## src/rtl/core_bus_arb_pkg.sv

```systemverilog
// Shared core types and arbiter defaults (package i2d_core_defines).
package i2d_core_defines;

   typedef logic [31:0] addr_t;
   typedef logic [31:0] instr_t;

   typedef enum logic [1:0] {
      ARB_IDLE,
      ARB_IF,
      ARB_MEM
   } arb_state_t;

   localparam int unsigned ARB_MAX_BURST_DEF = 8;
   localparam int unsigned ARB_TIMEOUT_DEF   = 64;
   localparam logic [31:0] ARB_ABORT_DAT     = 32'hDEAD_BEEF;

endpackage

```

## src/rtl/core_bus_arb_wdog.sv

```systemverilog
// Bus watchdog for core_bus_arb: flags a transfer stalled for TIMEOUT cycles.
// Only present when CORE_BUS_ARB_TIMEOUT_EN is defined.
`ifdef CORE_BUS_ARB_TIMEOUT_EN
module core_bus_arb_wdog
   import i2d_core_defines::*;
#(
   parameter int unsigned TIMEOUT = ARB_TIMEOUT_DEF
) (
   input  logic clk,
   input  logic rst,
   input  logic stb,
   input  logic ack,
   input  logic clr,
   output logic fire
);

   localparam int unsigned CW = $clog2(TIMEOUT + 1);

   logic [CW-1:0] cnt_q, cnt_d;

   // Fires on the TIMEOUT-th consecutive stalled strobe cycle.
   assign fire = stb & ~ack & (cnt_q == CW'(TIMEOUT - 1));

   always_comb begin
      cnt_d = cnt_q;
      if (clr || ack || fire) begin
         cnt_d = '0;
      end else if (stb) begin
         cnt_d = cnt_q + CW'(1);
      end
   end

   always_ff @(posedge clk or negedge rst) begin
      if (!rst) begin
         cnt_q <= '0;
      end else begin
         cnt_q <= cnt_d;
      end
   end

endmodule
`endif

```

## src/rtl/core_bus_arb.sv

```systemverilog
// Two-master Wishbone arbiter (IF vs MEM) with registered grant, MEM priority and
// a burst limit. Define CORE_BUS_ARB_TIMEOUT_EN to add the stalled-slave watchdog.
module core_bus_arb
   import i2d_core_defines::*;
#(
   parameter int unsigned AW        = $bits(addr_t),
   parameter int unsigned DW        = $bits(instr_t),
   parameter int unsigned MAX_BURST = ARB_MAX_BURST_DEF
`ifdef CORE_BUS_ARB_TIMEOUT_EN
   ,
   parameter int unsigned TIMEOUT   = ARB_TIMEOUT_DEF
`endif
) (
   input  logic          clk,
   input  logic          rst,
   input  logic          if_cyc,
   input  logic          if_stb,
   input  logic [AW-1:0] if_adr,
   output logic          if_ack,
   output logic [DW-1:0] if_dat,
   input  logic          mem_cyc,
   input  logic          mem_stb,
   input  logic          mem_we,
   input  logic [3:0]    mem_sel,
   input  logic [AW-1:0] mem_adr,
   input  logic [DW-1:0] mem_dat_w,
   output logic          mem_ack,
   output logic [DW-1:0] mem_dat,
   output logic          wb_cyc,
   output logic          wb_stb,
   output logic          wb_we,
   output logic [3:0]    wb_sel,
   output logic [AW-1:0] wb_adr,
   output logic [DW-1:0] wb_dat_o,
   input  logic [DW-1:0] wb_dat_i,
   input  logic          wb_ack
`ifdef CORE_BUS_ARB_TIMEOUT_EN
   ,
   input  logic          wb_err,
   output logic          arb_err
`endif
);

   arb_state_t state_q, state_d, other;
   logic [7:0] burst_cnt_q, burst_cnt_d, burst_inc;
   logic       own_cyc, oth_cyc, abort;

`ifdef CORE_BUS_ARB_TIMEOUT_EN
   logic tmo;

   core_bus_arb_wdog #(
      .TIMEOUT(TIMEOUT)
   ) u_wdog (
      .clk (clk),
      .rst (rst),
      .stb (wb_stb),
      .ack (wb_ack),
      .clr (state_d != state_q),
      .fire(tmo)
   );

   assign abort   = (state_q != ARB_IDLE) & (tmo | wb_err);
   assign arb_err = abort;
`else
   assign abort = 1'b0;
`endif

   always_comb begin
      state_d     = state_q;
      burst_cnt_d = burst_cnt_q;
      burst_inc   = burst_cnt_q + 8'd1;
      own_cyc     = 1'b0;
      oth_cyc     = 1'b0;
      other       = ARB_IDLE;
      unique case (state_q)
         ARB_IF: begin
            own_cyc = if_cyc;
            oth_cyc = mem_cyc;
            other   = ARB_MEM;
         end
         ARB_MEM: begin
            own_cyc = mem_cyc;
            oth_cyc = if_cyc;
            other   = ARB_IF;
         end
         default: ;
      endcase

      if (state_q == ARB_IDLE) begin
         burst_cnt_d = '0;
         if (mem_cyc) begin
            state_d = ARB_MEM;
         end else if (if_cyc) begin
            state_d = ARB_IF;
         end
      end else if (abort || !own_cyc) begin
         state_d     = ARB_IDLE;
         burst_cnt_d = '0;
      end else if (!oth_cyc) begin
         burst_cnt_d = '0;
      end else if (wb_ack) begin
         // Limit reached on this beat: the ack still goes out, the grant flips next cycle.
         if (burst_inc == 8'(MAX_BURST)) begin
            state_d     = other;
            burst_cnt_d = '0;
         end else begin
            burst_cnt_d = burst_inc;
         end
      end
   end

   always_comb begin
      wb_cyc   = 1'b0;
      wb_stb   = 1'b0;
      wb_we    = 1'b0;
      wb_sel   = 4'h0;
      wb_adr   = '0;
      wb_dat_o = '0;
      if_ack   = 1'b0;
      if_dat   = '0;
      mem_ack  = 1'b0;
      mem_dat  = '0;
      unique case (state_q)
         ARB_IF: begin
            wb_cyc = if_cyc;
            wb_stb = if_stb;
            wb_sel = 4'hF;
            wb_adr = if_adr;
            if_ack = wb_ack;
            if_dat = wb_dat_i;
            if (abort) begin
               if_ack = 1'b1;
               if_dat = DW'(ARB_ABORT_DAT);
            end
         end
         ARB_MEM: begin
            wb_cyc   = mem_cyc;
            wb_stb   = mem_stb;
            wb_we    = mem_we;
            wb_sel   = mem_sel;
            wb_adr   = mem_adr;
            wb_dat_o = mem_dat_w;
            mem_ack  = wb_ack;
            mem_dat  = wb_dat_i;
            if (abort) begin
               mem_ack = 1'b1;
               mem_dat = DW'(ARB_ABORT_DAT);
            end
         end
         default: ;
      endcase
   end

   always_ff @(posedge clk or negedge rst) begin
      if (!rst) begin
         state_q     <= ARB_IDLE;
         burst_cnt_q <= '0;
      end else begin
         state_q     <= state_d;
         burst_cnt_q <= burst_cnt_d;
      end
   end

endmodule

```

## config.mk

```make
export PLATFORM = sky130hd
export DESIGN_NAME = core_bus_arb
export DESIGN_NICKNAME = d
export VERILOG_FILES = /design/src/rtl/core_bus_arb_pkg.sv /design/src/rtl/core_bus_arb_wdog.sv /design/src/rtl/core_bus_arb.sv
export SDC_FILE = /design/constraint.sdc
export NUM_CORES = 1
export LEC_CHECK = 0
export CELL_PAD_IN_SITES_DETAIL_PLACEMENT = 1
export CELL_PAD_IN_SITES_GLOBAL_PLACEMENT = 1
export CORE_MARGIN = 5
export CORE_UTILIZATION = 13
export DETAILED_ROUTE_END_ITERATION = 6
export PLACE_DENSITY = 0.87
export SLEW_MARGIN = 5
export SYNTH_ARGS = -nofsm -noshare
export SYNTH_HDL_FRONTEND = slang
export SYNTH_HIERARCHICAL = 1
export SYNTH_SLANG_ARGS = --single-unit
```

## constraint.sdc

```tcl
create_clock -name clk -period 1.87 [get_ports clk]
set_input_delay 0.4675 -clock clk [delete_from_list [all_inputs] [get_ports clk]]
set_output_delay 0.4675 -clock clk [all_outputs]
set_load 0.03 [all_outputs]
```

-- Word level (Yosys, flattened, before mapping)
Index checks and enable logic that the tools add are counted.
- input bits: 140
- output and inout port bits: 137
- bits in registers: 10
- logic and storage cells: 37
- equal/unequal tests: 8
- $add $sub $neg: 1
- muxes and demuxes: 24
- reduce and logical (&&, ||, !) cells: 2
- operator list (operator ; number):
    $mux 32 ; 3
    $pmux 32 s2 ; 1
    $mux 8 ; 5
    $mux 2 ; 7
    $ne 3x1->1 const B ; 3
    $add 8x1->8 const B ; 1
    $eq 8x4->1 const B ; 1
    $pmux 4 s2 ; 1
    $pmux 1 s2 ; 3
    $ne 4x3->1 const B ; 1
    $pmux 2 s2 ; 1
    $reduce_and 4->1 ; 1
    $mux 1 ; 3
    $ne 3x3->1 const B ; 1
    $eq 2x1->1 const B ; 1
    $eq 2x2->1 const B ; 1
    $logic_not 2->1 ; 1

-- Longest topological paths before layout
- word-level depth: 7
- depth in mapped cells: 9
- depth with buffers taken out: 8

-- Least setup slack after synthesis
Ideal clock, no wire load.
- path kind: register -> output
- from: register state_q[0]
- to: output wb_adr[14]
- path buffers: 2
- slack: -295 ps
- stages on the path, launching flop included: 6
- arrival: 1697 ps
- data required time: 1402 ps
- path through: dfrtp_1 inv_1 ha_1 clkbuf_1 clkbuf_1 nor2b_1
- word-level cells in the longest chain between the ends: 2
- elaborated cells between the ends (all ways): 3
- classes of those cells: 2 x eq/ne; 1 x mux
- RTL lines (element ; RTL line ; source):
    start, declared ; core_bus_arb.sv:44 ; arb_state_t state_q, state_d, other;
    start signal, assigned ; core_bus_arb.sv:159 ; state_q <= state_d;
    $eq 2x2->1 or $eq 2x1->1 (tied branches) ; core_bus_arb.sv:123 ; unique case (state_q)
    $pmux 32 s2 (*) ; core_bus_arb.sv:123 ;
    end, declared ; core_bus_arb.sv:33 ; output logic [AW-1:0] wb_adr,
Every way passes the cells marked *; elsewhere a longest branch is shown, timed or not.

-- Worst setup path after layout
- from: register state_q[1]
- to: output wb_dat_o[22]
- word-level cells in the longest chain between the ends: 2
- RTL lines (element ; RTL line ; source):
    $eq 2x2->1 ; core_bus_arb.sv:123 ;
    $mux 32 ; core_bus_arb.sv:123 ;
    end, declared ; core_bus_arb.sv:34 ; output logic [DW-1:0] wb_dat_o,
Every way passes these cells.

==> metrics.md <==
| Metric | Value |
|---|---|
| Outcome | complete, but fails checks |
| Violated checks | negative setup slack |
| Ports | 277 |
| Avg Inst Size Synth | 7.02 um2 |
| # H-tree levels | 1 |
| Clock Tree Buf Depth | 2 |
| Via/cell ratio | 4.39 |
| Via count | 3,376 |
| Leak | 2.71 nW |
| DP Area | 5000 um2 |
| Critical Path Fanout Max | 8 |
| Synth cell count leaders | and2_1 (100), nor2b_1 (38), a22oi_1 (35) |
| Area Growth Syn to Fin | 229% |
| Hold Crit Class | input pin to asynchronous set/reset pin |
| Fmax | 466 MHz |
| Die H | 133 um |
| Synthesized area | 1970 um2 |
| RSZ-0062 raised after global routing | yes |
| Setup WS pre-CTS | -0.140 ns |
| Synth top area share | 0.318 |
| Drt total wl | 15.9 mm |
| Startpoint Class | flip-flop |
| Clock sink count | 10 |
| Post-CTS Hold Buffers | 0 |
| Vias in the first global route | 3,728 |
| Path type of the worst setup path | flip-flop to primary output |
| Ys Warns | 6 |
| Core Region | 15,000 um2 |
| Final HPWL DP | 10.3 mm |
| Die X | 133 um |
| Nets@finish | 727 |
| Placer Congestion | 0.825 |
| Slew @ Worst Pin | 0.514 ns |
| Tmin final | 2.15 ns |
| Num rows | 45 |
| Hold Violations, Final | 0 |
| ANT nets after route | 0 |
| Setup slack after layout | -0.278 ns |
| Setup Skew | 0.00238 ns |
| Post-Synthesis Cells | 280 |
| Worst-Skew Late Latency | 0.24 ns |
| Final Cell Area | 6470 um2 |
| Rel. slew slack | 0.656 |
| Initial antenna violation count | 0 |
| DRC | 0 |
| Most numerous cell in the Yosys netlist | and2_1 |
| DRT Pass-1 Iters | 4 |
| Initial Utilization | 0.131 |
| RR Endpoint | state_q[0] |
| Number of antenna cells inserted | 0 |
| CP Capture Type | primary output |
| Total gr overflow | 0 |
| Area of the die | 17,700 um2 |
| Peak VDD IR | 0.725 mV |
| FF-to-FF path depth | 9 |
| Worst Path Required | 1.40 ns |
| First-pass GRT wire length | 20.2 mm |
| Syn_nets | 425 |
| Synth cell types | 35 |
| TritonCTS clock tree | built |
| WHS | 0.574 ns |
| Pwr dens | 1450 nW/um2 |
| Ratio of cells with drive above 1 in the final layout | 0.618 |
| Leading area contributor after synthesis | and2_1 |
| Post-synthesis sequential area ratio | 0.127 |
| Top area cells in the synthesized netlist | and2_1 (32%), a22oi_1 (13%), dfrtp_1 (13%) |
| Final period utilization | 1.15 |
| Worst-path clk slew | 0.04 ns |
| Main synth FF type | dfrtp_1 |
| #FFs+latches synth | 10 |
| Worst EP arrival | 1.68 ns |
| Root buffer cell | clkbuf_16 |
| PortBufs | 276 |
| Detailed-route wire length per cell | 20.7 um |
| Overall routing resource usage | 0.142 |
| Final setup viols | 146 |
| Largest net degree at the start of global routing | 33 |
| Origin of the critical flop-to-flop path | state_q[1] |
| Share of flip-flops with an asynchronous set or reset | 1.00 |
| Total CTS buffers | 3 |
| Max cap viols | 0 |
| Iteration-0 DRC Markers | 91 |
| EDFF count, synth | 0 |
| R2R setup slack | -0.06 ns |
| Fin. max-slew vios | 0 |
cells by family after synthesis:
group	Yosys count	share of synthesized area
DFF	10	0.127
xor gates and xnor gates	6	0.0267
buffers and inverters	29	0.0572
adders and majority gates	6	0.0369
AOI/OAI and AO/OA	52	0.193
and+or+nand+nor	176	0.552
muxes	1	0.00700
power breakdown:
group / total [mW] / switching [mW] / internal (mW)
Clock: 0.430 / 0.108 / 0.322
Combinational: 8.69 / 4.26 / 4.43
Sequential: 0.271 / 0.0305 / 0.240
Total: 9.39 / 4.40 / 4.99
final cells by class:
class	instances	area [um2]
Timing Repair Buffer	322	3680
Sequential cell	10	251
Clock buffer	4	88.8
Tap cell	188	235
Multi-Input combinational cell	241	2200
Fill cell	1624	8570
Inverter	4	17.5
sequential cells by signal (all words and copies together), names as in the netlist:
signal,cells
state_q,2
burst_cnt_q,8
layout by cell type, fill, tap and decap left out, types with 2 or more instances in the layout:
master             n
a21oi_1            3
a21oi_2            4
a22oi_1            3
a22oi_2           32
a311oi_2           2
and2_1            20
and2_2            37
and2_4            44
buf_12            16
buf_16             2
buf_4             20
buf_6            132
buf_8              5
clkbuf_16         11
clkdlybuf4s50_1  139
dfrtp_1            9
ha_1               2
ha_4               3
inv_1              2
nand2_1            8
nand2b_1           3
nand3_1            6
nand3b_1           2
nand4_1            2
nor2_1             8
nor2b_2           17
nor2b_4           20
o21ai_0            3
xnor2_1            3
xor2_1             3
repair_timing:
action	4_1_cts	5_1_grt
buffers inserted	2	12
gates resized for setup	74	174
endpoints found under the hold margin	0	0
pin swaps	2	12
gates cloned	4	10
endpoints found under the setup margin	139	147
worst max-delay path by stage:
stage	cells past startpoint	end	slack, ns	start
3_3_place_gp	4	wb_cyc	-0.07	mem_cyc
6_report	7	wb_dat_o[22]	-0.28	state_q[1]
3_5_place_dp	9	state_q[0]	-0.14	state_q[1]
4_1_cts	6	wb_adr[15]	-0.30	state_q[0]
2_1_floorplan	6	wb_adr[10]	-0.06	state_q[0]
5_1_grt	7	wb_adr[31]	-0.34	state_q[1]
critical path, cell delays in order (launching register included):
cell and delay [ns]:
dfrtp_1 0.40, buf_6 0.14, ha_4 0.16, buf_12 0.15
buf_12 0.14, buf_12 0.13, and2_2 0.18, buf_6 0.14
per-stage QoR:
step	instances	TNS [ns]	utilization	total power, mW
3_3_place_gp	739	-0.215	0.332	6.13
4_1_cts	749	-28.84	0.367	7.58
2_1_floorplan	280	-1.04	-	3.93
6_report	769	-27.09	0.430	9.39
5_1_grt	769	-36.19	0.430	9.82
3_5_place_dp	739	-1.80	0.332	6.29
metal layers:
metal | up-vias | track usage | share of wire
met2 | 190 | 0.288 | 0.55
met3 | 30 | 0.0445 | 0.085
met4 | 0 | 0.0404 | 0.024
li1 | 1540 | - | -
met5 | - | 0 | 0
met1 | 1616 | 0.134 | 0.34
Note: power is estimated with default switching activity, not from simulation.
